`src/rtl/serial_subtractor.sv`:
```
// Purpose : bit-serial unsigned subtractor, one full-subtractor cell with a registered borrow, LSB first.
// Latency : done pulses WIDTH cycles after the accepting edge; a new start is accepted WIDTH+2 edges apart.
// Backpr. : none; start is only sampled in IDLE and is silently dropped while busy (no queuing).
//
// Ports:
//   clk, rst_n      rising-edge clock, asynchronous active-low reset
//   start           request, sampled only while idle
//   a, b, bin       minuend, subtrahend, borrow-in; captured on the accepting edge
//   busy            high from the accepting edge until the return to idle
//   done            one-cycle pulse; diff/bout valid
//   diff, bout      (a - b - bin) mod 2^WIDTH and borrow-out, held until the next completion
//   ser_bit         difference bit computed on the previous edge, qualified by ser_valid
module serial_subtractor #(
    parameter int WIDTH = 8
) (
    input  logic             clk,
    input  logic             rst_n,
    input  logic             start,
    input  logic [WIDTH-1:0] a,
    input  logic [WIDTH-1:0] b,
    input  logic             bin,
    output logic             busy,
    output logic             done,
    output logic [WIDTH-1:0] diff,
    output logic             bout,
    output logic             ser_bit,
    output logic             ser_valid
);

    localparam int CW = (WIDTH > 1) ? $clog2(WIDTH) : 1;
    localparam logic [CW-1:0] LAST_BIT = CW'(WIDTH - 1);

    typedef enum logic [1:0] {
        ST_IDLE = 2'd0,
        ST_RUN  = 2'd1,
        ST_DONE = 2'd2
    } state_t;

    state_t state, state_nxt;

    // operand shift registers: bit 0 is always the bit being processed
    logic [WIDTH-1:0] a_sh;
    logic [WIDTH-1:0] b_sh;
    // result shift register fills from the MSB, so after WIDTH shifts bit 0 lands at index 0
    logic [WIDTH-1:0] res_sh;
    logic             br;
    logic [CW-1:0]    cnt;

    // full-subtractor cell
    logic             d_bit;
    logic             br_nxt;
    logic [WIDTH-1:0] res_nxt;
    logic             last_bit;
    logic             accept;

    always_comb begin
        d_bit    = a_sh[0] ^ b_sh[0] ^ br;
        // borrow when a<b at this bit, or when the bits are equal and a borrow ripples through
        br_nxt   = (~a_sh[0] & b_sh[0]) | (~(a_sh[0] ^ b_sh[0]) & br);
        res_nxt  = {d_bit, res_sh[WIDTH-1:1]};
        last_bit = (cnt == LAST_BIT);
        accept   = (state == ST_IDLE) && start;
    end

    // ------------------------------------------------------------------
    // FSM
    // ------------------------------------------------------------------
    always_ff @(posedge clk or negedge rst_n) begin
        if (!rst_n) begin
            state <= ST_IDLE;
        end else begin
            state <= state_nxt;
        end
    end

    always_comb begin
        state_nxt = state;
        case (state)
            ST_IDLE: if (start) state_nxt = ST_RUN;
            ST_RUN:  if (last_bit) state_nxt = ST_DONE;
            ST_DONE: state_nxt = ST_IDLE;
            default: state_nxt = ST_IDLE;
        endcase
    end

    // ------------------------------------------------------------------
    // Datapath
    // ------------------------------------------------------------------
    always_ff @(posedge clk or negedge rst_n) begin
        if (!rst_n) begin
            a_sh   <= '0;
            b_sh   <= '0;
            res_sh <= '0;
            br     <= 1'b0;
            cnt    <= '0;
        end else if (accept) begin
            a_sh   <= a;
            b_sh   <= b;
            res_sh <= '0;
            br     <= bin;
            cnt    <= '0;
        end else if (state == ST_RUN) begin
            a_sh   <= a_sh >> 1;
            b_sh   <= b_sh >> 1;
            res_sh <= res_nxt;
            br     <= br_nxt;
            cnt    <= cnt + CW'(1);
        end
    end

    // ------------------------------------------------------------------
    // Registered outputs
    // ------------------------------------------------------------------
    always_ff @(posedge clk or negedge rst_n) begin
        if (!rst_n) begin
            busy      <= 1'b0;
            done      <= 1'b0;
            ser_bit   <= 1'b0;
            ser_valid <= 1'b0;
            diff      <= '0;
            bout      <= 1'b0;
        end else begin
            // busy mirrors the state we are entering, so it rises on the accepting edge
            busy      <= (state_nxt != ST_IDLE);
            done      <= (state == ST_RUN) && last_bit;
            ser_valid <= (state == ST_RUN);
            if (state == ST_RUN) begin
                ser_bit <= d_bit;
            end
            // result outputs only move on the completion edge
            if ((state == ST_RUN) && last_bit) begin
                diff <= res_nxt;
                bout <= br_nxt;
            end
        end
    end

endmodule

```
`config.mk`:
```
export PLATFORM = sky130hd
export DESIGN_NAME = serial_subtractor
export DESIGN_NICKNAME = d
export VERILOG_FILES = /design/src/rtl/serial_subtractor.sv
export SDC_FILE = /design/constraint.sdc
export NUM_CORES = 1
export LEC_CHECK = 0
export ABC_AREA = 1
export ABC_CLOCK_PERIOD_IN_PS = 1400
export BUFFER_PORTS_ARGS = -buffer_cell sky130_fd_sc_hd__buf_2
export CELL_PAD_IN_SITES_DETAIL_PLACEMENT = 0
export CELL_PAD_IN_SITES_GLOBAL_PLACEMENT = 1
export CORE_ASPECT_RATIO = 0.9
export CORE_MARGIN = 2
export CORE_UTILIZATION = 41
export DETAILED_ROUTE_END_ITERATION = 7
export PLACE_DENSITY_LB_ADDON = 0.08
export SETUP_SLACK_MARGIN = 0.4
export SYNTH_ARGS = -nofsm -noshare
export SYNTH_HDL_FRONTEND = slang
export SYNTH_SLANG_ARGS = --single-unit
```
`constraint.sdc`:
```
create_clock -name clk -period 1.4 [get_ports clk]
set_input_delay 0.07 -clock clk [delete_from_list [all_inputs] [get_ports clk]]
set_output_delay 0.07 -clock clk [all_outputs]
set_load 0.005 [all_outputs]
```
### After elaboration in Yosys (flattened, before gate mapping)

Cells that the tools add are included.
Widths: inputs -> output; s select.

* reduce and logical (&&, ||, !) cells: 5
* divide/modulo/power cells: 0
* equal/unequal tests: 2
* order comparisons: 0
* multipliers: 0
* bitwise operators: 7
* shifts and indexed selects: 0
* muxes and demuxes: 13
* $add $sub $neg: 1

Operators with widths (count)
* $mux 8: 6
* $mux 3: 2
* $mux 2: 2
* $pmux 2 s2: 1
* $reduce_bool 2->1: 2
* $add 3x1->3 const B: 1
* $eq 3x3->1 const B: 1
* $and 1x1->1: 2
* $eq 2x1->1 const B: 1
* $logic_and 1x1->1: 2
* $logic_not 2->1: 1
* $mux 1: 2
* $not 1->1: 2
* $xor 1x1->1: 2
* $or 1x1->1: 1

* memory bits (writable): 0
* ROM bits: 0
* output and inout port bits: 13
* memories kept: 0
* bits in latches: 0
* register bits: 43
* input port bits: 20

### Depth between registers and ports, before layout

* word-level depth: 6
* mapped depth: 6
* mapped depth without buffers: 6

### Worst setup path before layout

OpenSTA, ideal clock, no wires.

* path kind: reg2reg
* start point: register cnt[0]
* end point: register bout
* path buffers: 0
* data arrival time: 1.013 ns
* slack: 0.269 ns
* setup time: 0.117 ns
* period minus slack after synthesis: 1.131 ns
* cell stages (with the launch flop): 7
* path through: dfrtp_1 ha_1 ha_1 inv_1 nor2_4 nand2_1 nand2_1

* cells in the longest elaborated chain, start to end: 2

Ends and longest elaborated chain
* start, declared: line 47 `logic [CW-1:0] cnt;`
* start signal, assigned: line 107 `cnt <= cnt + CW'(1);`
* $eq 3x3->1: line 61 `last_bit = (cnt == LAST_BIT);`
* $logic_and 1x1->1: line 131 `if ((state == ST_RUN) && last_bit) begin`
* end signal, assigned: line 133 `bout <= br_nxt;`
* end, declared: line 25 `output logic bout,`

Every way passes these cells.
A chain may end at the register's enable or synchronous reset.

### Final worst setup path

* start point: register br
* end point: register res_sh[7]

* cells in the longest elaborated chain, start to end: 3

Ends and longest elaborated chain
* start, declared: line 46 `logic br;`
* start signal, assigned: line 100 `br <= bin;`
* start signal, assigned: line 106 `br <= br_nxt;`
* $xor 1x1->1: line 57 `d_bit = a_sh[0] ^ b_sh[0] ^ br;`
* via d_bit: line 50 `logic d_bit;`
* $mux 8: line 102 `end else if (state == ST_RUN) begin`
* $mux 8: line 96 `end else if (accept) begin`
* end signal, assigned: line 105 `res_sh <= res_nxt;`
* end, declared: line 45 `logic [WIDTH-1:0] res_sh;`

The timed path passes the listed nets, and every way through them passes these cells. The select of a mux whose other input is x is not followed.

==> summary.md <==
| Metric | Value |
|---|---|
| Final core occ | `71.0%` |
| Worst hold path type | `in2reg` |
| Pre-CTS WS | `0.180 ns` |
| Post-synthesis cell count | `197` |
| GPL Wtd Cong | `0.762` |
| Complex-gate fraction of the synthesized area | `0.563%` |
| Min cycle time layout | `1.23 ns` |
| Max VDD drop | `1.10 mV` |
| Placed insts | `275` |
| Core Area | `4130 um^2` |
| Starting density of the core | `43.1%` |
| Adder-Cell Fraction of Synth Area | `2.53%` |
| Largest net degree at the start of global routing | `26` |
| FP Rows | `22` |
| Data arrival time of the critical path | `1.47 ns` |
| Mux cell area share after synthesis | `0%` |
| Fmax | `813 MHz` |
| Leak | `1.46 nW` |
| Slew HR | `70.8%` |
| PortBufs | `32` |
| DRC viols | `0` |
| Post-synthesis to final-layout area growth | `65.0%` |
| CTS Sinks | `42` |
| RR Startpoint | `br` |
| DP Area | `2090 um^2` |
| Status | `complete, no violations` |
| Simple-Gate Fraction of Synth Area | `32.9%` |
| Yosys reg bits | `42` |
| Main combinational cell family by area after synthesis | `simple AND/OR/NAND/NOR gates` |
| CTS tree | `yes` |
| RSZ-0062 raised after global routing | `true` |
| Vias | `1644` |
| Final Cycle Share | `87.9%` |
| Fraction of layout cells with a size suffix above 1 | `61.0%` |
| Final Hold Vio Count | `0` |
| Vias in the first global route | `1588` |
| Synth Cell Area | `1780 um^2` |
| Clk pin slew, worst setup/hold paths | `0.09 ns` |
| Synthesized Nets | `220` |
| Min-delay src | `b[0]` |
| Grt total ovfl | `0` |
| DR top layer | `met4` |
| Drt total wl | `5040 um` |
| DR pass1 iterations | `4` |
| Root Driver | `clkbuf_8` |
| Ant. Diodes | `0` |
| Mean post-synth cell area | `9.03 um^2` |
| Fin worst setup slack | `0.169 ns` |
| Die X-Extent | `73.4 um` |
| Post-synthesis sequential area ratio | `59.1%` |
| Crit path from | `br` |
| Met3 wire len | `206 um` |
| Die H | `66.5 um` |
| Clock tree buffer depth | `2` |
| Crit-path max FO | `2` |
| Layout Nets | `289` |
| Unique masters post-synth | `15` |
| Post-route ant nets | `0` |
| First-pass GRT wire length | `7180 um` |
| Max Slew Vio Count | `0` |
| Total power | `6.21 mW` |
| Worst Setup Start Kind | `flop` |
| Worst clock skew | `0.0110 ns` |
| Synth warn | `0` |
| CTS Buf Count | `5` |
| Met1 Wirelength | `2230 um` |
| Finished Layout Cells | `315` |
| Initial antenna violation count | `0` |
| Worst Tran Pin Value | `0.437 ns` |
| XOR/XNOR share of the synthesized area | `0%` |
| Max-Cap Viols | `0` |
| Met2 wire len | `2500 um` |
| Power per cell area | `2120 nW/um^2` |
| Cell area after layout | `2930 um^2` |
| Req. time, crit path | `1.63 ns` |
| Post-DR vias/cell | `5.22` |
| Final setup fails | `0` |
| Full die area | `4880 um^2` |
| Clock latency on the worst-skew pair | `0.30 ns` |
| I/O pin count | `33` |
| Total track usage | `19.9%` |
| Type of the worst setup path | `reg2reg` |
| DR WL/cell | `16.0 um` |
| Iter 0 DRT Violations | `161` |
| Hold slack final | `0.0186 ns` |
| Post-detail-place hpwl | `2660 um` |
| Clock H-tree levels | `2` |
| CP Capture Type | `flop` |
| Setup TNS | `0 ns` |
==> placed cells by master, fill, tap and decap left out, types with 6 or more instances in the layout <==
cell | synthesis | final
buf_2 | 6 | 32
buf_4 | 3 | 9
buf_6 | 0 | 15
clkbuf_8 | 0 | 6
dfrtp_1 | 42 | 40
nand2_1 | 69 | 38
nand2_2 | 1 | 25
nand3_1 | 57 | 21
nand3_2 | 0 | 33
==> critical path: stages, from the launching register on <==
cell,delay [ns]
dfrtp_1,0.37
inv_2,0.05
fa_2,0.59
nand2_2,0.08
nand2_1,0.08
==> repair_timing <==
action,4_1_cts,5_1_grt
hold buffers,3,0
endpoints found under the setup margin,41,41
buffers inserted,15,7
cloned,2,5
hold endpoints to repair,19,0
pin swaps,6,26
gates resized for setup,42,74
==> layout make-up <==
type | count | area, um^2
clock buffer | 7 | 86.3
clock inverter | 1 | 5.00
fill | 303 | 1200
inverter | 7 | 33.8
multi-input combinational | 138 | 1030
sequential | 42 | 1050
tap | 48 | 60.1
timing repair buffer | 72 | 659
==> power breakdown <==
group | leakage (nW) | internal, mW | switching (mW)
logic | 0.886 | 1.64 | 1.60
clock network | 0.0482 | 0.398 | 0.418
registers | 0.529 | 1.72 | 0.424
total | 1.46 | 3.76 | 2.44
==> flip-flops by register name, indices dropped and copies added, names as in the netlist <==
register	count
diff	8
b_sh	8
bout	1
ser_valid	1
a_sh	8
res_sh	7
state	2
ser_bit	1
busy	1
br	1
cnt	3
done	1
==> final timing paths <==
path,endpoint,cells after the start,slack (ns)
max,res_sh[7],4,0.17
min,b_sh[0],3,0.02
max reg2reg,res_sh[7],4,0.17
min reg2reg,diff[7],2,0.48
max in group asynchronous,busy,3,0.67
min in group asynchronous,b_sh[3],2,0.24
==> logic make-up (layout without fill, tap and decap cells) <==
kind of cell | after synthesis | count (layout)
AND/OR/NAND/NOR | 132 | 133
flip-flops | 42 | 42
buffers and inverters | 18 | 87
adder cells (fa/ha/maj) | 3 | 3
AO/OA/AOI/OAI | 2 | 2
==> metal layers <==
| metal | global-route usage (%) | vias up |
|---|---|---|
| li1 | - | 785 |
| met1 | 26.8 | 808 |
| met2 | 31.0 | 40 |
| met3 | 4.24 | 11 |
| met4 | 8.86 | 0 |
| met5 | 0 | - |
==> Yosys cell counts <==
cell      instances  area (um^2)
buf_2             6         30.0
buf_4             3         22.5
clkbuf_1          1         3.75
clkbuf_2          1         5.00
dfrtp_1          42         1050
fa_1              1         20.0
ha_1              2         25.0
inv_1             6         22.5
inv_2             1         3.75
nand2_1          69          259
nand2_2           1         6.26
nand3_1          57          285
nor2_1            3         11.3
nor2_4            2         22.5
o21ai_0           2         10.0
Power figures use the tool's default switching activity.
